**config.mk**
```make
export PLATFORM = sky130hd
export DESIGN_NAME = extract_dispatch_flat
export DESIGN_NICKNAME = d
export VERILOG_FILES = /design/src/rtl/extract_dispatch_pkg.sv /design/src/rtl/extract_dispatch_if.sv /design/src/rtl/extract_dispatch_rr_pick.sv /design/src/rtl/extract_dispatch.sv /design/src/flat_wrapper.sv
export SDC_FILE = /design/constraint.sdc
export NUM_CORES = 1
export LEC_CHECK = 0
export BUFFER_PORTS_ARGS = -buffer_cell sky130_fd_sc_hd__buf_2
export CELL_PAD_IN_SITES_DETAIL_PLACEMENT = 2
export CELL_PAD_IN_SITES_GLOBAL_PLACEMENT = 2
export CORE_ASPECT_RATIO = 2
export CORE_MARGIN = 2
export CORE_UTILIZATION = 30
export DETAILED_ROUTE_END_ITERATION = 8
export PLACE_DENSITY = 0.85
export SETUP_SLACK_MARGIN = 0.05
export SYNTH_ARGS = -nofsm -noshare
export SYNTH_HDL_FRONTEND = slang
export SYNTH_HIERARCHICAL = 1
export SYNTH_SLANG_ARGS = --single-unit
```
**constraint.sdc**
```tcl
create_clock -name clk -period 4.6 [get_ports clk]
set_input_delay 0.23 -clock clk [delete_from_list [all_inputs] [get_ports clk]]
set_output_delay 0.23 -clock clk [all_outputs]
set_load 0.02 [all_outputs]
```
**src/rtl/extract_dispatch_pkg.sv**
```systemverilog
// extract_dispatch_pkg: shared sizes, pktID field position and hold-register FSM states.
package extract_pkg;
    localparam int numExtraction = 8;
    localparam int widthHV = 200;
    localparam int maxOutstanding = 4;
    localparam int widthCnt = 3;
    localparam int pktIdMsb = widthHV - 1;
    localparam int pktIdLsb = widthHV - 8;
    localparam int ptr_w = $clog2(numExtraction);
    localparam int half = numExtraction / 2;
    localparam int half_w = $clog2(half);
    typedef enum logic {EMPTY, FULL} state_t;
endpackage

```
**src/rtl/extract_dispatch_if.sv**
```systemverilog
// extract_dispatch_if: upstream record handshake plus lane fan-out and credit-return strobes.
interface extract_dispatch_if;
    import extract_pkg::*;
    logic in_valid;
    logic in_ready;
    logic [widthHV-1:0] in_data;
    logic [numExtraction-1:0] lane_valid;
    logic [widthHV-1:0] lane_data;
    logic [numExtraction-1:0] lane_done;
    modport master (output in_valid, in_data, lane_done, input in_ready, lane_valid, lane_data);
    modport slave (input in_valid, in_data, lane_done, output in_ready, lane_valid, lane_data);
endinterface

```
**src/rtl/extract_dispatch_rr_pick.sv**
```systemverilog
// rr_pick: combinational rotating-priority picker, first request at or after ptr wins.
module rr_pick #(
    parameter int N = 8,
    parameter int W = $clog2(N)
) (
    input  logic [N-1:0] req,
    input  logic [W-1:0] ptr,
    output logic [N-1:0] grant,
    output logic         any
);
    logic [N-1:0] rot, gnt_rot;
    // rotate so ptr sits at bit 0, isolate lowest set bit, rotate back
    assign rot = N'({req, req} >> ptr);
    assign gnt_rot = rot & (~rot + N'(1));
    assign grant = N'({gnt_rot, gnt_rot} >> (N - int'(ptr)));
    assign any = |req;
endmodule

```
**src/rtl/extract_dispatch.sv**
```systemverilog
// extract_dispatch: one-entry hold register dispatching records to credit-limited extraction lanes.
// Define EXTRACT_DISPATCH_ODD_EVEN_EN to alternate the search between even and odd lane groups.
module extract_dispatch
    import extract_pkg::*;
(
    input  logic clk,
    input  logic reset,
    extract_dispatch_if.slave bus,
    output logic busy,
    output logic err_underflow
);
    state_t state;
    logic [widthHV-1:0] hold;
    logic [widthCnt-1:0] cnt [numExtraction];
    logic [numExtraction-1:0] eligible, grant, inc;
    logic any_elig, dispatch_now;
    logic [ptr_w-1:0] chosen;

    always_comb begin
        eligible = '0;
        busy = state == FULL;
        chosen = '0;
        for (int i = 0; i < numExtraction; i++) begin
            eligible[i] = cnt[i] < widthCnt'(maxOutstanding);
            busy = busy | (cnt[i] != '0);
            if (grant[i]) chosen = ptr_w'(i);
        end
    end

    assign dispatch_now = state == FULL && any_elig;
    assign bus.in_ready = state == EMPTY || dispatch_now;
    assign inc = dispatch_now ? grant : '0;

`ifdef EXTRACT_DISPATCH_ODD_EVEN_EN
    logic [half-1:0] req_a, req_b, grant_a, grant_b;
    logic [half_w-1:0] ptr_a, ptr_b, sub_nxt;
    logic any_a, any_b, grp_b, use_b;

    always_comb begin
        req_a = '0;
        req_b = '0;
        grant = '0;
        for (int j = 0; j < half; j++) begin
            req_a[j] = eligible[2*j];
            req_b[j] = eligible[2*j+1];
            grant[2*j] = ~use_b & grant_a[j];
            grant[2*j+1] = use_b & grant_b[j];
        end
    end

    // the preferred group is searched first, the other only when it has no credit
    assign use_b = grp_b ? any_b : ~any_a;
    assign any_elig = any_a | any_b;
    assign sub_nxt = chosen[ptr_w-1:1] == half_w'(half - 1) ? '0 : chosen[ptr_w-1:1] + half_w'(1);

    rr_pick #(.N(half)) u_pick_a (.req(req_a), .ptr(ptr_a), .grant(grant_a), .any(any_a));
    rr_pick #(.N(half)) u_pick_b (.req(req_b), .ptr(ptr_b), .grant(grant_b), .any(any_b));

    always_ff @(posedge clk) begin
        if (reset) begin
            ptr_a <= '0;
            ptr_b <= '0;
            grp_b <= 1'b0;
        end else if (dispatch_now) begin
            grp_b <= ~use_b;
            if (use_b) ptr_b <= sub_nxt;
            else ptr_a <= sub_nxt;
        end
    end
`else
    logic [ptr_w-1:0] ptr;

    rr_pick #(.N(numExtraction)) u_pick (.req(eligible), .ptr(ptr), .grant(grant), .any(any_elig));

    always_ff @(posedge clk) begin
        if (reset) ptr <= '0;
        else if (dispatch_now) ptr <= chosen == ptr_w'(numExtraction - 1) ? '0 : chosen + ptr_w'(1);
    end
`endif

    always_ff @(posedge clk) begin
        if (reset) begin
            state <= EMPTY;
            hold <= '0;
            bus.lane_valid <= '0;
            bus.lane_data <= '0;
            err_underflow <= 1'b0;
            for (int i = 0; i < numExtraction; i++) cnt[i] <= '0;
        end else begin
            bus.lane_valid <= inc;
            if (dispatch_now) bus.lane_data <= hold;
            if (bus.in_valid && bus.in_ready) begin
                hold <= bus.in_data;
                state <= FULL;
            end else if (dispatch_now) state <= EMPTY;
            // a dispatch and a return on the same lane cancel out
            for (int i = 0; i < numExtraction; i++) begin
                if (inc[i] && !bus.lane_done[i]) cnt[i] <= cnt[i] + widthCnt'(1);
                else if (!inc[i] && bus.lane_done[i]) begin
                    if (cnt[i] == '0) err_underflow <= 1'b1;
                    else cnt[i] <= cnt[i] - widthCnt'(1);
                end
            end
        end
    end
endmodule

```
**src/flat_wrapper.sv**
```systemverilog
// flat-port wrapper written by rule: the top's interface ports become plain ports
module extract_dispatch_flat import extract_pkg::*;
  (clk, reset, busy, err_underflow, bus_in_valid, bus_in_data, bus_lane_done, bus_in_ready, bus_lane_valid, bus_lane_data);
  extract_dispatch_if bus_i ();
  input  logic clk;
  input  logic reset;
  output logic busy;
  output logic err_underflow;
  input wire logic [$bits(bus_i.in_valid)-1:0] bus_in_valid;
  input wire logic [$bits(bus_i.in_data)-1:0] bus_in_data;
  input wire logic [$bits(bus_i.lane_done)-1:0] bus_lane_done;
  output wire logic [$bits(bus_i.in_ready)-1:0] bus_in_ready;
  output wire logic [$bits(bus_i.lane_valid)-1:0] bus_lane_valid;
  output wire logic [$bits(bus_i.lane_data)-1:0] bus_lane_data;
  assign bus_i.in_valid = bus_in_valid;
  assign bus_i.in_data = bus_in_data;
  assign bus_i.lane_done = bus_lane_done;
  assign bus_in_ready = bus_i.in_ready;
  assign bus_lane_valid = bus_i.lane_valid;
  assign bus_lane_data = bus_i.lane_data;
  extract_dispatch u_core (.clk(clk), .reset(reset), .bus(bus_i), .busy(busy), .err_underflow(err_underflow));
endmodule
```
==> impl_metrics.ini <==
[run_status]
status = completed

[placement]
dp_hpwl_um = 44700
dp_cells = 3122
placed_area_mm2 = 0.0194
dpl_worst_slack_ps = 338
place_congestion = 0.839
io_buffers = 421

[global_route]
grt_max_degree = 117
grt_first_pass_wirelength_um = 122000
gr-usage-all-layers_pct = 27.2
grt_overflow_total = 0
grt_pass1_vias = 20142
antenna_found_initial = 6

[die]
dieArea_mm2 = 0.0582
die_w_um = 172
die_h_um = 339
pin_count = 422
core-area_mm2 = 0.0554
rows = 122
initial_core_util_pct = 30.4

[finish]
stdcell_area_mm2 = 0.0228
layout-drive-gt1-share_pct = 20.2
final_core_util_pct = 41.1
stdcell_count = 3406
final_nets = 2849
syn2layout_area_growth_pct = 35.2

[detailed_routing]
route.detailed.drc = 0
ant_nets = 0
routedWlPerCell_um = 23.7
route.vias.total = 17305
wl_um = 80800
drt_iter0_markers = 797
firstDrtPassIters = 5
via_per_inst = 5.08

[yosys]
synth_top_area_share_pct = 49.1
synth-seq-area-share_pct = 53.3
netlist_instances = 2085
ys.flop_type = dfxtp_1
syn_area_per_cell_um2 = 8.08
synth_area_leaders = dfxtp_1, nand2_1, a21oi_1
synth.most_common_cell = nand2_1
syn-num-nets = 2309
syn_area_mm2 = 0.0169
ys_async_sr_fraction_pct = 0
synth_top_area_cell = dfxtp_1
synth_edf_count = 24
synth_cell_types = 63
ys.warnings.count = 6
synth-seq-cells = 437
ys_top_cells_by_count = nand2_1, a21oi_1, dfxtp_1

[worst_setup_path]
cp_slowest_cell = mux4_2
cp.required_ps = 4880
cp_top_family = compound AO/OA/AOI/OAI gates
reg2reg_slack_ps = 420
crit_path_max_incr_delay_ps = 550
crit_path_frequent_cell = xnor2_1
critPathArrivalTime_ps = 4470
r2r_end = u_core/cnt[1][11]
reg2reg_from = u_core/ptr[0]
worstPathMaxFanout = 10
critical_path.startpoint_type = register
r2r_cells = 15
critPathKind = reg2reg
path_cells = buf_4, mux4_2, mux2i_1, o21ai_0, o2111a_1, a22oi_1, a21oi_1, a211o_1, nand3_2, and3b_1, nand2_1, fa_1, xnor2_1, xnor2_1, nor2_1
critPathBufInv = 1
end_kind = register

[timing]
max_freq_mhz = 239
final_max_slew_viol_count = 0
finalCritPeriodShare_pct = 90.9
setup_viol = 0
max_slew_margin_pct = 29.0
clock_skew_ps = 18.2
worst_hold_slack_ps = 114
worst_slack_ps = 417
rsz0062_at_grt = false
hold_viol = 0
max_slew.worst_pin.slew_ps = 1060
setup_tns_ps = 0
fin_crit_ps = 4180

[pwr]
power.density_mw_per_mm2 = 446
p_total_mw = 10.2
p_leak_nw = 9.45
ir_drop_v = 0.000248

[cts]
cts_buffer_depth = 3
clock_latency_ps = 580
h-tree-depth = 2
clk_pin_slew_worst_paths_ps = 60
cts.sinks = 437
cts_tree = built
clock_tree.root_cell = clkbuf_16
numCtsBuffers = 44

[hold_path]
hp-class = in2reg
whs_endpoint = u_core/cnt[0][8]
hold_path_depth = 3
min_from = bus_lane_done[2]

[run]
drv_cap = 0
## sequential cells by signal, indices dropped and copies added (netlist names)
signal / count
u_core/err_underflow: 1
u_core/bus.lane_data: 200
u_core/cnt: 24
u_core/state: 1
u_core/bus.lane_valid: 8
u_core/ptr: 3
u_core/hold: 200
## worst max path at each step
stage / startpoint / to / slack, ps / depth (start not counted)
3_5_place_dp: u_core/ptr[0] / u_core/cnt[1][8] / 340 / 15
2_1_floorplan: u_core/ptr[2] / u_core/cnt[1][11] / 1000 / 15
4_1_cts: u_core/ptr[0] / u_core/cnt[1][8] / 310 / 15
3_3_place_gp: u_core/ptr[0] / u_core/cnt[1][11] / 550 / 14
6_report: u_core/ptr[0] / u_core/cnt[1][11] / 420 / 15
5_1_grt: u_core/ptr[0] / u_core/cnt[1][11] / 190 / 15
## final cells by class
| type | instances | area, µm² |
|---|---|---|
| clock inverters | 15 | 111 |
| inverters | 38 | 143 |
| clock buffers | 66 | 1280 |
| flip-flops and latches | 437 | 8990 |
| repair buffers | 641 | 4360 |
| multi-input cells | 1463 | 6970 |
| fillers | 6143 | 32600 |
| well taps | 744 | 931 |
| diodes | 2 | 5.00 |
## kinds of logic after synthesis
family                     share of synthesized area [%]
xor gates and xnor gates                           0.468
muxes                                               2.15
and+or+nand+nor                                     22.7
DFF                                                 53.3
AOI/OAI and AO/OA                                   14.5
buffers and inverters                               5.49
adders and majority gates                           1.28
## timing repair
action	CTS	global route
setup buffers	0	0
hold endpoints to repair	201	0
hold buffers	201	0
setup endpoints to repair	0	3
resized for setup	0	2
## cell usage in the layout, fill, tap and decap left out, types with 3 or more instances in the layout
master	count
a21oi_1	413
o21ai_0	7
edfxtp_1	24
nand3_2	3
inv_1	36
dlygate4sd3_1	201
and2_1	6
a31oi_1	3
and3b_1	5
mux2_2	5
buf_4	12
dfxtp_1	412
or3_1	8
clkinv_2	10
o22ai_1	3
nand4_1	4
buf_12	7
xnor2_1	9
buf_2	420
o21ai_1	7
nand3_1	23
nor4_1	4
nand2_1	828
nand3b_1	3
clkbuf_1	13
clkbuf_16	45
mux4_2	8
nor3_1	16
clkbuf_8	8
nor2_1	29
fa_1	7
nor2b_1	6
nand2b_1	8
mux2i_1	10
ha_1	5
## worst reg2reg max path, stage by stage, from the launching register on
cell and delay (ps):
dfxtp_2 470, buf_4 230, mux4_2 550, mux2i_1 250, o21ai_0 180, o2111a_1 210
a22oi_1 300, a21oi_1 90, a211o_1 340, nand3_2 120, and3b_1 250, nand2_1 100
fa_1 420, xnor2_1 190, xnor2_1 150, nor2_1 70
## report_power, final
part           leakage [nW]  total [mW]  switching (mW)  internal [mW]
clock network         0.694        3.64            1.65           2.00
registers              3.63        4.26           0.195           4.06
logic                  5.12        2.25            1.39          0.860
total                  9.45        10.2            3.24           6.92
## layer usage
metal	wire length [µm]	share of wire, %	track usage (%)
met4	5400	6.7	16.9
met1	28400	35	27.3
met3	4700	5.8	5.62
met2	42300	52	50.2
met5	46	0.057	0
(Power assumes the default switching activity.)
